[src/rtl/add_sub_serial_p.sv]
// Bit-serial adder/subtractor. Latches two WIDTH-bit operands on a start
// pulse and runs them LSB first through one full-adder cell, one bit per
// clock. It then presents the result, carry-out and signed-overflow flags.
//
// Ports:
//   clk    - clock; all state updates on the rising edge
//   rst    - asynchronous, active-high reset
//   start  - launch request; sampled only when idle or done
//   sub    - 0: a+b, 1: a-b; sampled with start
//   a, b   - WIDTH-bit operands; sampled with start
//   busy   - high while bits are being processed
//   done   - high while result/cout/ovf are valid
//   result - sum/difference modulo 2^WIDTH
//   cout   - final carry; for subtraction 1 means no borrow (a >= b unsigned)
//   ovf    - two's-complement signed overflow
module add_sub_serial_p #(
  parameter int unsigned WIDTH = 8,
  localparam int unsigned CW = $clog2(WIDTH)
) (
  input  logic             clk,
  input  logic             rst,
  input  logic             start,
  input  logic             sub,
  input  logic [WIDTH-1:0] a,
  input  logic [WIDTH-1:0] b,
  output logic             busy,
  output logic             done,
  output logic [WIDTH-1:0] result,
  output logic             cout,
  output logic             ovf
);

  typedef enum logic [1:0] {StIdle, StRun, StDone} state_e;

  state_e           state_q;
  logic [WIDTH-1:0] a_q;
  logic [WIDTH-1:0] b_q;
  logic [WIDTH-1:0] res_q;
  logic [CW-1:0]    count_q;
  logic             carry_q;
  logic             ovf_q;
  logic             busy_q;
  logic             done_q;

  logic sum_bit;
  logic carry_d;
  logic last_step;

  // Single full-adder cell working on the current LSBs.
  always_comb begin
    sum_bit   = a_q[0] ^ b_q[0] ^ carry_q;
    carry_d   = (a_q[0] & b_q[0]) | (a_q[0] & carry_q) | (b_q[0] & carry_q);
    last_step = (count_q == CW'(WIDTH - 1));
  end

  always_ff @(posedge clk or posedge rst) begin
    if (rst) begin
      state_q <= StIdle;
      a_q     <= '0;
      b_q     <= '0;
      res_q   <= '0;
      count_q <= '0;
      carry_q <= 1'b0;
      ovf_q   <= 1'b0;
      busy_q  <= 1'b0;
      done_q  <= 1'b0;
    end else begin
      unique case (state_q)
        StIdle, StDone: begin
          if (start) begin
            a_q     <= a;
            // Subtraction is a + ~b + 1: invert b and seed the carry with 1.
            b_q     <= sub ? ~b : b;
            carry_q <= sub;
            count_q <= '0;
            res_q   <= '0;
            ovf_q   <= 1'b0;
            busy_q  <= 1'b1;
            done_q  <= 1'b0;
            state_q <= StRun;
          end
        end
        StRun: begin
          carry_q <= carry_d;
          res_q   <= {sum_bit, res_q[WIDTH-1:1]};
          a_q     <= a_q >> 1;
          b_q     <= b_q >> 1;
          // Wraps to 0 on the last step when WIDTH is a power of two.
          count_q <= count_q + CW'(1);
          if (last_step) begin
            // Carry into the MSB xor carry out of the MSB.
            ovf_q   <= carry_q ^ carry_d;
            busy_q  <= 1'b0;
            done_q  <= 1'b1;
            state_q <= StDone;
          end
        end
        default: begin
          busy_q  <= 1'b0;
          done_q  <= 1'b0;
          state_q <= StIdle;
        end
      endcase
    end
  end

  assign busy   = busy_q;
  assign done   = done_q;
  assign result = res_q;
  assign cout   = carry_q;
  assign ovf    = ovf_q;

endmodule

[config.mk]
export PLATFORM = sky130hd
export DESIGN_NAME = add_sub_serial_p
export DESIGN_NICKNAME = d
export VERILOG_FILES = /design/src/rtl/add_sub_serial_p.sv
export SDC_FILE = /design/constraint.sdc
export NUM_CORES = 1
export LEC_CHECK = 0
export CAP_MARGIN = 20
export CORE_ASPECT_RATIO = 0.9
export CORE_MARGIN = 2
export CORE_UTILIZATION = 25
export CTS_BUF_LIST = sky130_fd_sc_hd__clkbuf_2 sky130_fd_sc_hd__clkbuf_4 sky130_fd_sc_hd__clkbuf_8
export CTS_CLUSTER_DIAMETER = 40
export CTS_CLUSTER_SIZE = 14
export DETAILED_ROUTE_END_ITERATION = 8
export PLACE_DENSITY = 0.46
export RECOVER_POWER = 50
export SYNTH_ARGS = -nofsm -noshare
export SYNTH_HDL_FRONTEND = slang
export SYNTH_SLANG_ARGS = --single-unit
[constraint.sdc]
create_clock -name clk -period 3.35 [get_ports clk]
set_input_delay 0.67 -clock clk [delete_from_list [all_inputs] [get_ports clk]]
set_output_delay 0.67 -clock clk [all_outputs]
set_load 0.005 [all_outputs]
==> results.cfg, run 1 <==
[grt]
overflow = 0
track_usage_pct = 10.6
antenna_found_initial = 0
grt_pass1_wl_mm = 5.13
grt_start_max_net_pins = 33
grt_pass1_vias = 1085

[pwr]
p_seq_share_pct = 39.0
p_per_area_mw_per_mm2 = 911
worst_ir_drop_vdd_v = 0.000294
leakage_nw = 0.831
total_power_mw = 1.73
netSwitchingFraction_pct = 32.3
internal_power_mw = 1.17
switchingPower_mw = 0.559
p_clk_share_pct = 23.1
comb_power_share_pct = 37.9

[synthesis]
yosysWarnings = 0
avgSynthCellArea_um2 = 11.7
synth_nets = 145
ys_ff_latch = 32
synth_area_mm2 = 0.00142
synth-seq-area-share_pct = 56.3
syn_inst = 122
synth_cell_types = 26

[timing]
setup_viol = 0
drv_slew = 33
relSlewSlack_pct = -12.5
setup_tns_ps = 0
max_slew.worst_pin.slew_ps = 1690
rsz0062_at_grt = no
fin_crit_sh_pct = 71.5
layout_setup_ws_ps = 954
hold_viol = 0
max_freq_mhz = 417
finClkSkew_ps = 7.19
post-route-min-period_ps = 2400

[finish]
final_nets = 175
area_growth_pct = 33.5
n_antenna_cell = 0
drive_gt1_share_pct = 6.54

[min_path]
holdCritStartpoint = a_q[3]
hold_path_class = reg -> reg
hold_depth = 2

[worst_setup_path]
critPathLaunch = rst
end_kind = async pin
start_kind = input pin
r2r_cells = 3
path_max_fanout = 32
cp.arrival_ps = 2470
worstPathRequired_ps = 3420
critPathKind = in -> async
r2r-start = state_q[0]

[die]
ios = 32
die_w_um = 83.5
die_h_um = 75.5
dieArea_mm2 = 0.00631
start_util_pct = 25.4
coreArea_mm2 = 0.00560
rows = 26

[clock_network]
cts_resized = 0
post_cts_buffers = 0
cts_tree = done
clock_latency_ps = 280
cts_sinks = 32
clock_path_buffers = 2
cts_root_buf = clkbuf_8
cts_hold_buffers = 0
cts_htree_levels = 2
clk_pin_slew_ps = 60
cts_inserted_buffers = 5

[drt]
firstDrtPassIters = 4
via_count = 1038
totalWireLength_mm = 2.94
drtAntennaViolNets = 0
via_per_inst = 4.65
drtIter0Drc = 60
wire_per_inst_um = 13.2
drc = 0

[placed_design]
place.gp.congestion = 0.745
pre_cts_slack_ps = 838
port_buffers = 31
dp_hpwl_mm = 2.03

[status]
status = finished with violations
violations = max-capacitance violations, max-slew violations

[flow_run]
maxCapViolCount = 1
worst paths after layout:
check                           slack (ps)    endpoint
worst min-delay path                   490      a_q[2]
min in group asynchronous             1420   result[7]
worst max register to register        1560      b_q[3]
worst min register to register         490      a_q[2]
max in group clk                      1030      b_q[3]
worst max-delay path                   950  count_q[0]
cells by family (layout without fill, tap and decap cells):
family | after synthesis | after routing | synth area share, %
AOI/OAI and AO/OA | 32 | 32 | 18.9
DFF | 32 | 32 | 56.3
and+or+nand+nor | 31 | 31 | 10.5
buffers and inverters | 15 | 46 | 5.55
xor gates and xnor gates | 9 | 9 | 5.55
adders and majority gates | 3 | 3 | 3.17
worst max-delay path: stages:
cell and delay, ps:
dlygate4sd3_1 530, inv_1 50, clkbuf_1 1210
synth_stat cells (all sizes together):
master,number,area share (%)
nor2b,1,0.44
inv,5,1.3
xor2,2,1.2
or2b,1,0.53
ha,2,1.8
o21ai,4,1.4
nand3,8,2.8
nor2,10,2.8
nand2,6,1.6
a22oi,6,3.2
a221o,9,6.3
nor3,1,0.35
buf,9,4.0
and2b,1,0.53
xnor2,7,4.3
o32ai,1,0.62
o2bb2ai,1,0.62
dfrtp,32,56
clkbuf,1,0.26
a22o,11,6.8
nand2b,2,0.88
fa,1,1.4
nand3b,1,0.53
cells in the final DEF, fill, tap and decap left out, drive strengths merged:
cell type / n
dfrtp: 32
clkdlybuf4s50: 27
a22o: 11
nor2: 10
a221o: 9
nand3: 8
clkbuf: 8
xnor2: 7
a22oi: 6
nand2: 6
inv: 5
o21ai: 4
dlygate4sd3: 4
nand2b: 2
xor2: 2
ha: 2
or2b: 1
nor2b: 1
and2b: 1
nand3b: 1
o32ai: 1
o2bb2ai: 1
nor3: 1
fa: 1
bufinv: 1
buf: 1
final cells by class:
cell class | count | area, um2
clock inverter | 1 | 30.0
timing repair buffer | 33 | 322
inverter | 5 | 18.8
multi-input combinational | 75 | 542
sequential | 32 | 801
fill | 571 | 3700
tap | 70 | 87.6
clock buffer | 7 | 96.3
layer usage:
metal / GRT usage (%) / vias to the layer above / routed length (um)
li1: - / 496 / -
met1: 14.1 / 513 / 1460
met2: 16.0 / 25 / 1330
met3: 4.33 / 4 / 129
met4: 3.23 / 0 / 23
met5: 0 / - / 0
stage by stage:
step	area, um2	utilization, %	instances	hold slack (ps)
after floorplan	1420	-	122	462
after CTS	1900	34.0	223	498
after global routing	1900	33.9	223	531
after detailed placement	1770	31.7	215	483
final	1900	33.9	223	495
after global placement	1770	31.7	215	485
power by group through the flow:
stage | sequential [mW] | combinational (mW) | clock (mW)
floorplan | 0.660 | 0.463 | 0
global placement | 0.677 | 0.654 | 0
detailed placement | 0.681 | 0.669 | 0
CTS | 0.676 | 0.671 | 0.411
global route | 0.700 | 0.739 | 0.437
finish | 0.675 | 0.654 | 0.399
flip-flops by register name (all words and copies together) (netlist names):
register	count
a_q	8
b_q	8
busy	1
count_q	3
cout	1
done	1
ovf	1
result	8
state_q	1
(Power assumes the default switching activity.)
==> run 2: changes to the inputs <==
Clock period 3.35 ns to 2.3 ns, I/O delays scaled along.
==> results.cfg, run 2 (same netlist as run 1, synthesis figures left out) <==
[status]
status = completed

[worst_setup_path]
worstPathRequired_ps = 2510
path_delay_family = simple AND/OR/NAND/NOR gates
critPathKind = in -> reg
start_kind = input pin
critPathBufInv = 1
cp.arrival_ps = 2140
path_max_fanout = 20
r2r_cells = 3
crit_chain = dlygate4sd3_1 -> and2b_1 -> nor2_2 -> a221o_1
slowest_stage = nor2_2
rrSetupSlack_ps = 700
r2r-start = state_q[0]
rr_endpoint = b_q[5]
end_kind = flip-flop
slowest_delay_ps = 630

[timing]
rsz0062_at_grt = no
max_slew.worst_pin.slew_ps = 797
post-route-min-period_ps = 1930
fin_crit_sh_pct = 83.8
drv_slew = 0
max_freq_mhz = 519
setup_tns_ps = 0
setup_viol = 0
hold_viol = 0
finClkSkew_ps = 4.41
relSlewSlack_pct = 46.9

[grt]
grt_start_max_net_pins = 33
grt_pass1_vias = 1040
grt_pass1_wl_mm = 5.09
antenna_found_initial = 0
track_usage_pct = 10.4
overflow = 0

[die]
coreArea_mm2 = 0.00560
rows = 26
ios = 32
die_h_um = 75.5
dieArea_mm2 = 0.00631
die_w_um = 83.5
start_util_pct = 25.4

[clock_network]
cts_sinks = 32
cts_inserted_buffers = 5
post_cts_buffers = 0
clock_path_buffers = 2
cts_htree_levels = 2
cts_hold_buffers = 0
cts_resized = 0
cts_tree = done
clock_latency_ps = 280
cts_root_buf = clkbuf_8
clk_pin_slew_ps = 60

[min_path]
worstHoldEndpoint = count_q[0]
hold_path_class = reg -> reg
holdCritStartpoint = count_q[0]
hold_depth = 1

[drt]
wire_per_inst_um = 13.1
drc = 0
drtAntennaViolNets = 0
drtIter0Drc = 86
via_count = 1043
via_per_inst = 4.72
firstDrtPassIters = 4
totalWireLength_mm = 2.90

[finish]
fillers = 591
final_cell_mix = dfrtp_1, clkdlybuf4s50_1, a22o_1
area_growth_pct = 29.8
post_layout_nonfiller_instances = 221
final_core_util_pct = 33.0
n_antenna_cell = 0
final_nets = 176
regArea_um2 = 801
multiInputGateArea_um2 = 542
drive_gt1_share_pct = 5.30
final_common_cell = dfrtp_1

[placed_design]
dp_hpwl_mm = 1.97
port_buffers = 31
place.gp.congestion = 0.729
dpl.cell_count = 216

[pwr]
p_per_area_mw_per_mm2 = 1250
leakage_nw = 0.805
worst_ir_drop_vdd_v = 0.000445

[flow_run]
maxCapViolCount = 0
==> run 2: power breakdown <==
part / internal (mW) / switching [mW] / leakage, nW
Combinational: 0.509 / 0.443 / 0.366
Sequential: 0.818 / 0.165 / 0.404
Clock: 0.194 / 0.179 / 0.0359
Total: 1.52 / 0.786 / 0.805
==> run 2: per-stage QoR <==
step | worst slack (ps) | total power [mW] | hold WS [ps] | area [um2]
6_report | 374 | 2.31 | 497 | 1840
5_1_grt | 240 | 2.53 | 528 | 1840
3_3_place_gp | 229 | 1.94 | 478 | 1780
2_1_floorplan | 1010 | 1.63 | 462 | 1420
4_1_cts | 471 | 2.35 | 501 | 1850
3_5_place_dp | 191 | 1.97 | 487 | 1780
==> run 2: area by class of cell <==
type | count | share of cell area, %
well taps | 70 | 4.75
multi-input cells | 75 | 29.4
flip-flops and latches | 32 | 43.4
clock buffers | 5 | 3.73
inverters | 5 | 1.02
repair buffers | 34 | 17.7
==> run 2: worst reg2reg max path, cell delays in order, from the launching register on <==
cell and delay (ps):
dfrtp_1 410, and2b_1 220, nor2_2 630, a221o_1 270
==> run 2: how the worst max path moves through the flow <==
stage	startpoint	to	slack, ps	depth (start not counted)
after detailed placement	start	b_q[1]	190	4
final	start	b_q[5]	370	4
after floorplan	state_q[0]	b_q[0]	1010	4
after global routing	start	b_q[0]	240	4
after global placement	start	b_q[0]	230	4
after CTS	start	b_q[5]	470	4
==> run 2: per-layer routing <==
layer | GRT usage (%) | routed length, um | up-vias
met2 | 15.1 | 1280 | 31
met5 | 0 | 0 | -
met1 | 14.1 | 1420 | 517
met4 | 3.23 | 17 | 0
met3 | 4.33 | 176 | 2
li1 | - | - | 493
==> run 3: changes to the inputs <==
Settings changed: PLACE_DENSITY 0.46 to 0.48.
Clock period 2.3 ns to 1.7 ns, I/O delays scaled along.
==> results.cfg, run 3 (same netlist as run 1, synthesis figures left out) <==
[status]
status = completed

[clock_network]
clk_pin_slew_ps = 60
clock_path_buffers = 2
clock_latency_ps = 280
cts_root_buf = clkbuf_8
cts_htree_levels = 2
cts_tree = done
cts_sinks = 32
cts_inserted_buffers = 5

[die]
die_w_um = 83.5
start_util_pct = 25.4
dieArea_mm2 = 0.00631
ios = 32
die_h_um = 75.5
rows = 26
coreArea_mm2 = 0.00560

[drt]
drc = 0
totalWireLength_mm = 3.01
via_per_inst = 4.62
drtAntennaViolNets = 0
firstDrtPassIters = 4
wire_per_inst_um = 13.2
drtIter0Drc = 18
via_count = 1053

[timing]
fin_crit_sh_pct = 93.2
max_freq_mhz = 631
hold_viol = 0
drv_slew = 0
rsz0062_at_grt = no
post-route-min-period_ps = 1580
setup_tns_ps = 0
setup_viol = 0
max_slew.worst_pin.slew_ps = 770
relSlewSlack_pct = 48.7
finClkSkew_ps = 3.60
layout_setup_ws_ps = 116

[pwr]
total_power_mw = 3.27
worst_ir_drop_vdd_v = 0.000588
p_per_area_mw_per_mm2 = 1720
leakage_nw = 0.841

[grt]
grt_start_max_net_pins = 33
track_usage_pct = 10.8
overflow = 0
grt_pass1_vias = 1121
antenna_found_initial = 0
grt_pass1_wl_mm = 5.24

[worst_setup_path]
rrSetupSlack_ps = 210
worstPathRequired_ps = 1360
path_max_fanout = 6
end_kind = output port
cp.arrival_ps = 1240
r2r_cells = 4
slowest_stage = clkdlybuf4s50_1
critPathKind = reg -> out
critPathBufInv = 1
slowest_delay_ps = 530
crit_chain = clkdlybuf4s50_1
path_delay_family = buffers and inverters
start_kind = flip-flop
path_depth = 1

[finish]
area_growth_pct = 34.2
fillers = 594
drive_gt1_share_pct = 9.49
final_cell_mix = dfrtp_1, clkdlybuf4s50_1, a22o_1
n_antenna_cell = 0
multiInputGateArea_um2 = 547
regArea_um2 = 801
final_core_util_pct = 34.1
final_nets = 180
final_common_cell = dfrtp_1
fin_area_mm2 = 0.00191

[min_path]
hold_depth = 1
hold_path_class = reg -> reg

[placed_design]
dp_hpwl_mm = 2.12
port_buffers = 31
place.gp.congestion = 0.724
pre_cts_slack_ps = -218
dpl_cell_area_mm2 = 0.00181

[flow_run]
maxCapViolCount = 0
==> run 3: final cells by class <==
class	instances	share of cell area (%)
multi-input cells	75	28.7
inverters	5	0.984
clock buffers	8	5.11
well taps	70	4.59
repair buffers	38	18.7
flip-flops and latches	32	42.0
==> run 3: per-stage QoR <==
stage | instances | hold slack (ps)
final | 228 | 497
after global routing | 228 | 524
after CTS | 228 | 453
after detailed placement | 220 | 483
after global placement | 220 | 479
after floorplan | 122 | 456
==> run 3: worst paths after layout <==
path	startpoint	end
min in group asynchronous	rst	count_q[0]
setup / recovery	done	done
max in group asynchronous	rst	cout
hold reg to reg	count_q[0]	count_q[0]
hold / removal	count_q[0]	count_q[0]
setup reg to reg	state_q[0]	a_q[0]
==> run 3: routing by layer <==
layer  global-route usage [%]  part of all wire [%]  routed length, um
met5                        0                     0                  0
met4                     5.91                   2.1                 62
met3                     3.03                   3.8                113
met2                     18.0                    47               1430
met1                     13.0                    47               1400
==> run 3: timing repair <==
item | in CTS | in global routing
resized for setup | 0 | 1
buffers inserted | 0 | 0
hold buffers | 0 | 0
endpoints found under the setup margin | 0 | 20
==> run 3: power by group <==
part	internal (mW)	switching, mW	total (mW)
Combinational	0.710	0.613	1.32
Sequential	1.11	0.229	1.34
Clock	0.361	0.252	0.614
Total	2.18	1.09	3.27
